==> config.mk <==
export PLATFORM = sky130hd
export DESIGN_NAME = generic_delay_cfg_ctrl
export DESIGN_NICKNAME = d
export VERILOG_FILES = /design/src/rtl/generic_delay_cfg_ctrl.sv
export SDC_FILE = /design/constraint.sdc
export NUM_CORES = 1
export LEC_CHECK = 0
export BUFFER_PORTS_ARGS = -buffer_cell sky130_fd_sc_hd__buf_2
export CAP_MARGIN = 5
export CORE_AREA = 2 2 58 60
export DETAILED_ROUTE_END_ITERATION = 8
export DIE_AREA = 0 0 60 62
export PLACE_DENSITY = 0.56
export SYNTH_ARGS = -nofsm -noshare
export SYNTH_HDL_FRONTEND = slang
export SYNTH_SLANG_ARGS = --single-unit
==> constraint.sdc <==
create_clock -name clk_i -period 2.16 [get_ports clk_i]
set_clock_uncertainty 0.2 [all_clocks]
set_input_delay 0.108 -clock clk_i [delete_from_list [all_inputs] [get_ports clk_i]]
set_output_delay 0.108 -clock clk_i [all_outputs]
set_load 0.01 [all_outputs]
==> src/rtl/generic_delay_cfg_ctrl.sv <==
// Configuration controller for a bank of programmable clock delay lines: code
// changes are applied glitch-free (gate, drain, load, settle, release).
// Optional broadcast updates are enabled with GENERIC_DELAY_CFG_BROADCAST_EN.
//
// state  | meaning
// -------+------------------------------------------------------------
// IDLE   | waiting for a config request, all channels follow enable_i
// DRAIN  | target channel(s) gated, letting in-flight edges drain
// UPDATE | latched code written into target delay slice(s)
// SETTLE | new code applied, channel(s) still gated until the line settles
module generic_delay_cfg_ctrl #(
    parameter int NumChannels  = 2,
    parameter int DelayWidth   = 4,
    parameter int DrainCycles  = 4,
    parameter int SettleCycles = 8,
    parameter int ResetCode    = 0,
    localparam int ChanWidth   = (NumChannels > 1) ? $clog2(NumChannels) : 1
) (
    input  logic                              clk_i,
    input  logic                              rst_ni,
    input  logic                              enable_i,
    input  logic                              cfg_valid_i,
    output logic                              cfg_ready_o,
    input  logic [ChanWidth-1:0]              cfg_chan_i,
    input  logic [DelayWidth-1:0]             cfg_delay_i,
`ifdef GENERIC_DELAY_CFG_BROADCAST_EN
    input  logic                              cfg_bcast_i,
`endif
    output logic                              cfg_done_o,
    output logic                              cfg_err_o,
    output logic [NumChannels-1:0]            enable_o,
    output logic [NumChannels*DelayWidth-1:0] delay_o,
    output logic                              busy_o
);

    localparam int MaxCycles = (DrainCycles > SettleCycles) ? DrainCycles : SettleCycles;
    localparam int CntWidth  = (MaxCycles > 1) ? $clog2(MaxCycles) : 1;

    localparam logic [1:0] IDLE   = 2'd0;
    localparam logic [1:0] DRAIN  = 2'd1;
    localparam logic [1:0] UPDATE = 2'd2;
    localparam logic [1:0] SETTLE = 2'd3;

    localparam logic [DelayWidth-1:0] ResetCodeW = DelayWidth'(ResetCode);
    localparam logic [CntWidth-1:0]   DrainLoad  = CntWidth'(DrainCycles - 1);
    localparam logic [CntWidth-1:0]   SettleLoad = CntWidth'(SettleCycles - 1);

    logic [1:0]                        state_q, state_d;
    logic [CntWidth-1:0]               cnt_q, cnt_d;
    logic [NumChannels-1:0]            mask_q, mask_d;
    logic [DelayWidth-1:0]             code_q, code_d;
    logic [NumChannels-1:0]            enable_q, enable_d;
    logic [NumChannels*DelayWidth-1:0] delay_q, delay_d;
    logic                              done_q, done_d;
    logic                              err_q, err_d;

    logic                   handshake;
    logic [NumChannels-1:0] chan_mask;
    logic [NumChannels-1:0] code_eq;
    logic                   in_range;
    logic                   req_ok;
    logic                   req_nop;
    logic [NumChannels-1:0] req_mask;

    assign cfg_ready_o = (state_q == IDLE);
    assign handshake   = cfg_valid_i & cfg_ready_o;

    // An out-of-range index matches no channel, so the one-hot decode doubles as the range check.
    always_comb begin
        chan_mask = '0;
        code_eq   = '0;
        for (int c = 0; c < NumChannels; c++) begin
            chan_mask[c] = (cfg_chan_i == ChanWidth'(c));
            code_eq[c]   = (delay_q[c*DelayWidth +: DelayWidth] == cfg_delay_i);
        end
    end

    assign in_range = |chan_mask;

`ifdef GENERIC_DELAY_CFG_BROADCAST_EN
    assign req_ok   = cfg_bcast_i | in_range;
    assign req_nop  = cfg_bcast_i ? (&code_eq) : (|(chan_mask & code_eq));
    assign req_mask = cfg_bcast_i ? {NumChannels{1'b1}} : chan_mask;
`else
    assign req_ok   = in_range;
    assign req_nop  = |(chan_mask & code_eq);
    assign req_mask = chan_mask;
`endif

    always_comb begin
        state_d = state_q;
        cnt_d   = cnt_q;
        mask_d  = mask_q;
        code_d  = code_q;
        delay_d = delay_q;
        done_d  = 1'b0;
        err_d   = 1'b0;
        case (state_q)
            IDLE: begin
                if (handshake) begin
                    if (!req_ok) begin
                        err_d = 1'b1;
                    end else if (req_nop) begin
                        done_d = 1'b1;
                    end else begin
                        state_d = DRAIN;
                        cnt_d   = DrainLoad;
                        mask_d  = req_mask;
                        code_d  = cfg_delay_i;
                    end
                end
            end
            DRAIN: begin
                if (cnt_q == '0) begin
                    state_d = UPDATE;
                end else begin
                    cnt_d = cnt_q - CntWidth'(1);
                end
            end
            UPDATE: begin
                for (int c = 0; c < NumChannels; c++) begin
                    if (mask_q[c]) begin
                        delay_d[c*DelayWidth +: DelayWidth] = code_q;
                    end
                end
                state_d = SETTLE;
                cnt_d   = SettleLoad;
            end
            SETTLE: begin
                if (cnt_q == '0) begin
                    state_d = IDLE;
                    mask_d  = '0;
                    done_d  = 1'b1;
                end else begin
                    cnt_d = cnt_q - CntWidth'(1);
                end
            end
            default: begin
                state_d = IDLE;
                mask_d  = '0;
            end
        endcase
    end

    // Gated channels are forced low; everyone else, including a channel just released, takes enable_i.
    assign enable_d = {NumChannels{enable_i}} & ~mask_d;

    always_ff @(posedge clk_i or negedge rst_ni) begin
        if (!rst_ni) begin
            state_q  <= IDLE;
            cnt_q    <= '0;
            mask_q   <= '0;
            code_q   <= '0;
            enable_q <= '0;
            delay_q  <= {NumChannels{ResetCodeW}};
            done_q   <= 1'b0;
            err_q    <= 1'b0;
        end else begin
            state_q  <= state_d;
            cnt_q    <= cnt_d;
            mask_q   <= mask_d;
            code_q   <= code_d;
            enable_q <= enable_d;
            delay_q  <= delay_d;
            done_q   <= done_d;
            err_q    <= err_d;
        end
    end

    assign enable_o   = enable_q;
    assign delay_o    = delay_q;
    assign cfg_done_o = done_q;
    assign cfg_err_o  = err_q;
    assign busy_o     = (state_q != IDLE);

endmodule
==> run_results.csv <==
group,metric,value,unit
status,status,"complete, no violations",
floorplanning,core,3179,um2
pwr,p_leak,0.7159,nW
sta,period_needed,2029,ps
place,dp_hpwl,1712,um
detailed_routing,vias,834,
setup_path,path_buf_inv,2,
floorplanning,io-pin-count,23,
global_routing,grt_max_degree,23,
floorplanning,die_h,62,um
floorplanning,die_w,60,um
global_routing,grt_pass1_wl,3739,um
global_routing,grtUsageMet3,2.899,%
place,gp_congestion,0.7434,
logic_synthesis,synthCells,103,
floorplanning,rows,21,
setup_path,critPathKind,"primary input to flop",
detailed_routing,drtPass1Iterations,4,
sta,fmax,492.9,MHz
logic_synthesis,synth_edf_count,0,
finish,area.growth.synth_to_final,25.50,%
detailed_routing,first_iter_violations,18,
clock_tree,cts.reportedPaths.clkPinSlew,130,ps
finish,final_layout_size_suffix_gt1_share,37.04,%
setup_path,cp_cell_sequence,"dlygate4sd3_1, buf_2, xnor2_1, nand3_2, o221ai_4, a2111oi_2, or4_1",
setup_path,end_kind,"flop",
worst_hold_path,min_path_type,"primary input to async pin",
logic_synthesis,synth_top_cell_area_share,46.36,%
place,dp_cells,169,
clock_tree,cts_tree,"built",
global_routing,grt_usage,14.01,%
pwr,vdd_drop_max,606.3,uV
clock_tree,clock_latency,310,ps
detailed_routing,drt-total-wl,2278,um
clock_tree,clock_sinks,22,
global_routing,grt_pass1_vias,799,
detailed_routing,avgViaCountPerCell,4.608,
setup_path,startpoint_type,"primary input",
finish,final_cell_mix,"dfrtp_1 (22), buf_2 (21), mux2_2 (13)",
detailed_routing,ant_nets,0,
sta,hold_viol_final,0,
global_routing,use_met2,21.89,%
place,portBuffers,21,
setup_path,cp_data_arrival_time,2020,ps
setup_path,cp_max_fo,6,
logic_synthesis,yosys.cell_types.count,29,
setup_path,cp.required,2150,ps
sta,whs,65.05,ps
setup_path,cp_slowest_stage_delay,550,ps
sta,maxSlewViolCount,0,
setup_path,cp_top_family,"buffers and inverters",
sta,grt_setup_unrepaired,"false",
sta,post-route-period-util,93.92,%
floorplanning,initial_core_util,37.35,%
logic_synthesis,ys_warn_count,0,
flow_run,cap_viol_max_count,0,
logic_synthesis,synth_ff_type,"dfrtp_1",
logic_synthesis,ys_top_cells_by_area,"dfrtp_1 (46%), mux2_2 (12%), ha_1 (7.4%)",
finish,nets,152,
pwr,p_per_area,1344,nW/um2
finish,stdcell_count,181,
logic_synthesis,synth.net_count,119,
finish,final_common_cell,"dfrtp_1",
logic_synthesis,yosysSeqAreaShare,46.36,%
finish,antenna_cells,0,
setup_path,crit_slowest_cell,"dlygate4sd3_1",
clock_tree,cts_buffers,3,
sta,tns,0,ps
clock_tree,root_buffer,"clkbuf_4",
global_routing,top_usage_layer,"met2",
logic_synthesis,async_flop_share,100.0,%
logic_synthesis,synth.avg_cell_area,11.53,um2
sta,finalSetupViolCount,0,
logic_synthesis,synth_area,1187,um2
global_routing,antenna_found_initial,0,
global_routing,grt_overflow,0,
detailed_routing,drc,0,
logic_synthesis,ys_ff_latch,22,
global_routing,grtUsageMet1,18.61,%
clock_tree,h-tree-depth,1,
floorplanning,dieArea,3720,um2
detailed_routing,routedWlPerCell,12.59,um
clock_tree,cts_buffer_depth,2,
logic_synthesis,yosysTopAreaCell,"dfrtp_1",
clock_tree,cts_setup_buffers,0,
## worst paths after layout
path	end	startpoint	slack, ps	cells past startpoint
setup / recovery	cnt_q[2]$_DFFE_PN0P_	cfg_delay_i[0]	130	7
hold / removal	delay_o[0]$_DFFE_PN0P_	rst_ni	70	2
setup reg to reg	cnt_q[2]$_DFFE_PN0P_	delay_o[0]$_DFFE_PN0P_	200	5
hold reg to reg	enable_o[1]$_DFF_PN0_	mask_q[1]$_DFF_PN0_	280	1
max in group asynchronous	cnt_q[0]$_DFFE_PN0P_	rst_ni	1360	2
min in group clk_i	enable_o[1]$_DFF_PN0_	mask_q[1]$_DFF_PN0_	280	1
## worst reg2reg max path, cell delays in order (launching register included)
cell	delay (ps)
dfrtp_1	440
xnor2_2	210
nand3_2	130
o221ai_4	250
a2111oi_2	100
or4_1	520
## cells by family (layout without fill, tap and decap cells)
group,after synthesis,count (layout),share of synthesized area [%]
muxes,16,16,14.86
AOI/OAI and AO/OA,15,15,11.28
other,1,1,0.3158
and+or+nand+nor,26,26,10.96
DFF,22,22,46.36
buffers and inverters,8,40,2.950
adders and majority gates,7,7,7.376
xor gates and xnor gates,8,8,5.901
## per-layer routing
layer	vias up	share of wire (%)
li1	420	-
met4	0	1.6
met2	16	46
met5	-	0
met1	394	49
met3	4	3.4
## registers in the layout, indices dropped and copies added, names as in the netlist
register,count
cfg_done_o,1
mask_q,2
cnt_q,3
enable_o,2
state_q,2
code_q,4
delay_o,8
## Yosys cell counts, types with 2 or more instances
master / count
dfrtp_1: 22
mux2_2: 13
nor2_1: 11
xnor2_1: 8
ha_1: 7
inv_1: 6
nand2_1: 6
a21oi_1: 5
mux2i_1: 3
nand2b_1: 2
nand3_2: 2
## report_power, final
group / switching (W) / leakage [nW] / internal, W
Combinational: 0.000498 / 0.415 / 0.000471
Sequential: 0.000128 / 0.273 / 0.000589
Clock: 0.000129 / 0.0279 / 0.000188
## area by class of cell
class,count,area (um2)
fillers,303,1689
multi-input cells,73,614.3
flip-flops and latches,22,550.5
repair buffers,30,192.7
well taps,46,57.56
clock inverters,1,30.03
clock buffers,3,22.52
inverters,6,22.52
## stage by stage
stage                     power, W  setup slack (ps)  area [um2]  util (%)
after floorplan           0.001405             189.5        1187         -
after global placement    0.001653             48.71        1345     42.31
after detailed placement  0.001681             20.14        1345     42.31
after CTS                 0.002011             14.13        1478     46.48
after global routing      0.002186             17.98        1490     46.87
final                     0.002003             131.3        1490     46.87
## repair_timing
item | 4_1_cts | 5_1_grt
setup endpoints to repair | 0 | 5
endpoints found under the hold margin | 30 | 0
hold buffers | 8 | 0
gates resized for setup | 0 | 3
(Power assumes the default switching activity.)
